<file path="src/rtl/ps2_frame_rx.sv">
// ps2_frame_rx: oversampled serial frame receiver with configurable data width
// and parity, start/parity/stop checking, stall timeout, a small
// first-word-fall-through code FIFO and a saturating error counter.
module ps2_frame_rx #(
   parameter int DATA_W      = 8,
   parameter int PARITY_MODE = 1,
   parameter int SYNC_STAGES = 2,
   parameter int TIMEOUT     = 4096,
   parameter int FIFO_DEPTH  = 4
) (
   input  logic              CLK,
   input  logic              RST,
   input  logic              SCLK,
   input  logic              SDATA,
   input  logic              RD_EN,
   output logic [DATA_W-1:0] CODE,
   output logic              VALID,
   output logic              NEW_CODE,
   output logic              PARITY_ERR,
   output logic              FRAME_ERR,
   output logic              OVERFLOW,
   output logic [7:0]        ERR_CNT
);

   localparam int PTR_W = $clog2(FIFO_DEPTH);
   localparam int CNT_W = PTR_W + 1;
   localparam int TO_W  = $clog2(TIMEOUT + 1);
   localparam int BIT_W = $clog2(DATA_W + 1);

   typedef enum logic [1:0] {
      S_IDLE,
      S_DATA,
      S_PARITY,
      S_STOP
   } state_t;

   // synchronisers and edge detect
   logic [SYNC_STAGES-1:0] sclk_sync_reg;
   logic [SYNC_STAGES-1:0] sdata_sync_reg;
   logic                   sclk_prev_reg;
   logic                   fe_reg;
   logic                   sdata_bit_reg;

   // frame FSM
   state_t                 state_reg;
   logic [DATA_W-1:0]      shift_reg;
   logic [BIT_W-1:0]       bit_cnt_reg;
   logic                   par_ok_reg;
   logic [TO_W-1:0]        to_cnt_reg;

   // FIFO
   logic [DATA_W-1:0]      mem_reg [FIFO_DEPTH];
   logic [PTR_W-1:0]       wr_ptr_reg;
   logic [PTR_W-1:0]       rd_ptr_reg;
   logic [CNT_W-1:0]       count_reg;

   // registered status outputs
   logic                   new_code_reg;
   logic                   parity_err_reg;
   logic                   frame_err_reg;
   logic                   overflow_reg;
   logic [7:0]             err_cnt_reg;

   // per-cycle decisions
   logic                   timeout_hit;
   logic                   stop_event;
   logic                   parity_bad;
   logic                   push_req;
   logic                   pop;
   logic                   push_ok;
   logic                   drop;
   logic                   perr_now;
   logic                   ferr_now;
   logic [9:0]             err_sum;

   // Re-time the raw pins; both idle high so reset them to 1.
   always_ff @(posedge CLK or negedge RST) begin
      if (!RST) begin
         sclk_sync_reg  <= '1;
         sdata_sync_reg <= '1;
      end else begin
         sclk_sync_reg  <= {sclk_sync_reg[SYNC_STAGES-2:0], SCLK};
         sdata_sync_reg <= {sdata_sync_reg[SYNC_STAGES-2:0], SDATA};
      end
   end

   // Registered falling-edge strobe; the data bit is captured alongside it so
   // both refer to the same raw sampling instant.
   always_ff @(posedge CLK or negedge RST) begin
      if (!RST) begin
         sclk_prev_reg <= 1'b1;
         fe_reg        <= 1'b0;
         sdata_bit_reg <= 1'b1;
      end else begin
         sclk_prev_reg <= sclk_sync_reg[SYNC_STAGES-1];
         fe_reg        <= sclk_prev_reg & ~sclk_sync_reg[SYNC_STAGES-1];
         sdata_bit_reg <= sdata_sync_reg[SYNC_STAGES-1];
      end
   end

   // The stall counter holds "cycles since the last edge", so it fires exactly
   // TIMEOUT cycles after that edge once the output register is accounted for.
   assign timeout_hit = (state_reg != S_IDLE) && !fe_reg &&
                        (to_cnt_reg == TO_W'(TIMEOUT - 1));
   assign stop_event  = fe_reg && (state_reg == S_STOP);
   assign parity_bad  = (PARITY_MODE != 0) && !par_ok_reg;
   assign push_req    = stop_event && sdata_bit_reg && !parity_bad;
   assign pop         = RD_EN && (count_reg != '0);
   assign push_ok     = push_req && ((count_reg < CNT_W'(FIFO_DEPTH)) || pop);
   assign drop        = push_req && !push_ok;
   assign perr_now    = stop_event && parity_bad;
   assign ferr_now    = (stop_event && !sdata_bit_reg) || timeout_hit;
   assign err_sum     = {2'b00, err_cnt_reg} + {9'd0, perr_now} +
                        {9'd0, ferr_now} + {9'd0, drop};

   // Frame FSM: start, DATA_W data bits LSB first, optional parity, stop.
   always_ff @(posedge CLK or negedge RST) begin
      if (!RST) begin
         state_reg   <= S_IDLE;
         shift_reg   <= '0;
         bit_cnt_reg <= '0;
         par_ok_reg  <= 1'b1;
         to_cnt_reg  <= '0;
      end else begin
         if (fe_reg) begin
            to_cnt_reg <= TO_W'(1);
         end else if (state_reg != S_IDLE) begin
            to_cnt_reg <= to_cnt_reg + TO_W'(1);
         end

         if (timeout_hit) begin
            state_reg <= S_IDLE;
         end else if (fe_reg) begin
            case (state_reg)
               S_IDLE: begin
                  if (!sdata_bit_reg) begin
                     state_reg   <= S_DATA;
                     bit_cnt_reg <= '0;
                     par_ok_reg  <= 1'b1;
                  end
               end
               S_DATA: begin
                  shift_reg   <= {sdata_bit_reg, shift_reg[DATA_W-1:1]};
                  bit_cnt_reg <= bit_cnt_reg + BIT_W'(1);
                  if (bit_cnt_reg == BIT_W'(DATA_W - 1)) begin
                     state_reg <= (PARITY_MODE == 0) ? S_STOP : S_PARITY;
                  end
               end
               S_PARITY: begin
                  par_ok_reg <= (PARITY_MODE == 1) ? ((^shift_reg) ^ sdata_bit_reg)
                                                   : ~((^shift_reg) ^ sdata_bit_reg);
                  state_reg  <= S_STOP;
               end
               default: begin
                  state_reg <= S_IDLE;
               end
            endcase
         end
      end
   end

   // FIFO storage; no reset needed since reads are masked by occupancy.
   always_ff @(posedge CLK) begin
      if (push_ok) begin
         mem_reg[wr_ptr_reg] <= shift_reg;
      end
   end

   // FIFO pointers and occupancy; a push and pop together leave it unchanged.
   always_ff @(posedge CLK or negedge RST) begin
      if (!RST) begin
         wr_ptr_reg <= '0;
         rd_ptr_reg <= '0;
         count_reg  <= '0;
      end else begin
         if (push_ok) begin
            wr_ptr_reg <= wr_ptr_reg + PTR_W'(1);
         end
         if (pop) begin
            rd_ptr_reg <= rd_ptr_reg + PTR_W'(1);
         end
         case ({push_ok, pop})
            2'b10:   count_reg <= count_reg + CNT_W'(1);
            2'b01:   count_reg <= count_reg - CNT_W'(1);
            default: count_reg <= count_reg;
         endcase
      end
   end

   // Status pulses and the saturating error tally.
   always_ff @(posedge CLK or negedge RST) begin
      if (!RST) begin
         new_code_reg   <= 1'b0;
         parity_err_reg <= 1'b0;
         frame_err_reg  <= 1'b0;
         overflow_reg   <= 1'b0;
         err_cnt_reg    <= '0;
      end else begin
         new_code_reg   <= push_ok;
         parity_err_reg <= perr_now;
         frame_err_reg  <= ferr_now;
         overflow_reg   <= drop;
         err_cnt_reg    <= (err_sum > 10'd255) ? 8'hFF : err_sum[7:0];
      end
   end

   assign VALID      = (count_reg != '0);
   assign CODE       = VALID ? mem_reg[rd_ptr_reg] : '0;
   assign NEW_CODE   = new_code_reg;
   assign PARITY_ERR = parity_err_reg;
   assign FRAME_ERR  = frame_err_reg;
   assign OVERFLOW   = overflow_reg;
   assign ERR_CNT    = err_cnt_reg;

endmodule

</file>
<file path="config.mk">
export PLATFORM = sky130hd
export DESIGN_NAME = ps2_frame_rx
export DESIGN_NICKNAME = d
export VERILOG_FILES = /design/src/rtl/ps2_frame_rx.sv
export SDC_FILE = /design/constraint.sdc
export NUM_CORES = 1
export LEC_CHECK = 0
export ABC_AREA = 1
export CORE_ASPECT_RATIO = 1.5
export CORE_MARGIN = 4
export CORE_UTILIZATION = 45
export CTS_BUF_LIST = sky130_fd_sc_hd__clkbuf_4
export DETAILED_ROUTE_END_ITERATION = 6
export GPL_TIMING_DRIVEN = 1
export PLACE_DENSITY_LB_ADDON = 0.15
export SYNTH_ARGS = -nofsm -noshare
export SYNTH_HDL_FRONTEND = slang
export SYNTH_SLANG_ARGS = --single-unit
</file>
<file path="constraint.sdc">
create_clock -name CLK -period 4.01 [get_ports CLK]
set_input_delay 1.203 -clock CLK [delete_from_list [all_inputs] [get_ports CLK]]
set_output_delay 1.203 -clock CLK [all_outputs]
set_load 0.02 [all_outputs]
</file>
==> flow_metrics.py <==
metrics = {
    "status": {
        "outcome": "finished, final reports clean",
    },
    "clock_network": {
        "cts_tree": "yes",
        "clockBufferDepth": 2,
        "ctsHoldBuffers": 0,
        "htree_levels": 3,
        "post_cts_buffers": 0,
        "clkLatencyLatePin_ps": 420,
        "clk_pin_slew_ps": 120,
        "cts_buffers": 9,
        "cts_num_sinks": 86,
        "root_buffer": "clkbuf_4",
        "cts_resized": 0,
    },
    "sta": {
        "setup_viol": 0,
        "fin_crit_ps": 3530,
        "worst_slew_pin_slew_ps": 742,
        "post-route-period-util_pct": 88.0,
        "slew_viol_final": 0,
        "relSlewSlack_pct": 50.4,
        "rsz0062_at_grt": "no",
        "worst_slack_ps": 482,
        "hold_viol": 0,
        "tns_ps": 0,
        "skew_ps": 8.90,
        "max_freq_mhz": 283,
    },
    "global_routing": {
        "grt-ovfl-total": 0,
        "grtUsageTotal_pct": 14.8,
        "grt_max_degree": 32,
        "grt_pass1_wl_um": 12500,
        "first_global_vias": 2761,
        "antenna_found_initial": 1,
    },
    "routing": {
        "drt_pass1_iterations": 4,
        "drcViolationCount": 0,
        "drt_iter0_drc": 86,
        "ant_nets": 0,
        "vias": 2698,
        "via_per_inst": 4.83,
        "routed_wirelength_um": 7030,
        "routedWlPerCell_um": 12.6,
    },
    "finish": {
        "nNetsFinal": 465,
        "layout.cells.non_filler": 559,
        "final_cell_mix": "nand2_1 (69), nor2_1 (59), inv_1 (51)",
        "area_growth_pct": 11.9,
        "largest_register_ffs": 32,
        "drive_above_1_share_pct": 10.9,
        "final_common_cell": "nand2_1",
        "design_area_um2": 4540,
        "fin_util_pct": 51.4,
    },
    "floorplan": {
        "core_region_area_um2": 8830,
        "initial_core_util_pct": 45.9,
        "dieArea_um2": 10600,
        "die_y_um": 124,
        "fp.dieW_um": 85.5,
        "pin_count": 26,
        "rows": 42,
    },
    "power": {
        "p_clk_share_pct": 17.1,
        "p_seq_share_pct": 46.6,
        "internal_power_mw": 1.71,
        "switching_share_pct": 38.2,
        "power.density_nw_per_um2": 610,
        "ir_drop_uv": 312,
        "pwr-share-comb_pct": 36.3,
        "p_sw_mw": 1.06,
        "p_leak_nw": 2.00,
    },
    "placement": {
        "place.gp.congestion": 0.756,
        "place_ws_ps": 116,
        "portBuffers": 25,
        "place_inst": 542,
        "placed_area_um2": 4400,
        "hpwl_um": 5200,
    },
    "yosys": {
        "synthesis.nets": 434,
        "yosys_warnings": 0,
        "synthesis.area_um2": 4050,
        "ys_seq_area_share_pct": 57.3,
        "syn_inst": 412,
        "syn_area_per_cell_um2": 9.84,
        "synth-seq-cells": 86,
        "ys_types": 37,
    },
    "worst_setup_path": {
        "regToRegSetupSlack_ps": 720,
        "cp-end-kind": "output port",
        "crit_required_ps": 2810,
        "cp.arrival_ps": 2320,
        "crit_type": "flip-flop to output port",
        "critical_path.max_fanout": 18,
        "start_kind": "flip-flop",
    },
    "hold_path": {
        "hold_path.class": "flip-flop to flip-flop",
    },
    "run": {
        "drv_cap": 0,
    },
}
-- worst max-delay path, cell delays in order (launching register included) --
cell,delay (ps)
dfrtp_1,760
inv_2,260
o21ai_0,240
a21oi_1,90
clkdlybuf4s50_1,550
-- final cells by class --
class | count | area, um^2
diodes | 1 | 2.50
flip-flops and latches | 86 | 2320
well taps | 110 | 138
repair buffers | 27 | 260
inverters | 59 | 221
clock inverters | 5 | 50.0
fillers | 854 | 4290
multi-input cells | 260 | 1460
clock buffers | 11 | 82.6
-- final timing paths --
path,cells past startpoint,endpoint,start
min in group asynchronous,1,to_cnt_reg[4],RST
hold reg to reg,0,sclk_sync_reg[1],sclk_sync_reg[0]
setup reg to reg,14,ERR_CNT[2],state_reg[0]
setup / recovery,4,CODE[1],rd_ptr_reg[0]
max in group asynchronous,2,sclk_sync_reg[0],RST
hold / removal,0,sclk_sync_reg[1],sclk_sync_reg[0]
-- cells in the mapped netlist (all sizes together) --
master  instances  area (um^2)
mux2            1         11.3
nand3          17          100
fa              3         60.1
dfrtp          47         1180
nor2           63          256
nor4            1         21.3
or2             2         12.5
a21oi          23          130
ha             14          175
clkbuf          2         18.8
nor3            6         35.0
a31oi           2         12.5
xnor2           4         35.0
dfstp           7          184
nand4           3         40.0
o211a           1         10.0
inv            58          218
clkinv          1         3.75
o21ai          37          185
nand2          73          289
xor2           10         87.6
buf             5         31.3
edfxtp         32          961
-- per-stage QoR --
step | power [mW] | hold WS, ps
floorplan | 1.99 | 345
global placement | 2.30 | 346
detailed placement | 2.33 | 347
CTS | 2.82 | 366
global route | 3.00 | 369
finish | 2.77 | 364
-- power groups by stage --
stage	combinational, mW	clock [mW]	sequential [mW]
floorplan	0.748	0	1.24
global placement	0.998	0	1.30
detailed placement	1.02	0	1.31
CTS	1.03	0.495	1.30
global route	1.14	0.533	1.32
finish	1.00	0.474	1.29
-- cells by family after synthesis --
group                    Yosys count  share of synthesized area [%]
multiplexers                       1                          0.278
adder cells (fa/ha/maj)           17                           5.80
flip-flops                        86                           57.3
AND/OR/NAND/NOR                  165                           18.6
buffers and inverters             66                           6.70
XOR/XNOR                          14                           3.02
AO/OA/AOI/OAI                     63                           8.33
-- metal layers --
| layer | track usage (%) | vias up | part of all wire, % |
|---|---|---|---|
| met4 | 6.15 | 0 | 1.3 |
| li1 | - | 1388 | - |
| met5 | 0 | - | 0 |
| met1 | 15.6 | 1285 | 40 |
| met2 | 27.0 | 20 | 56 |
| met3 | 3.85 | 5 | 2.7 |
No activity file was read; power rests on OpenSTA's default activity.
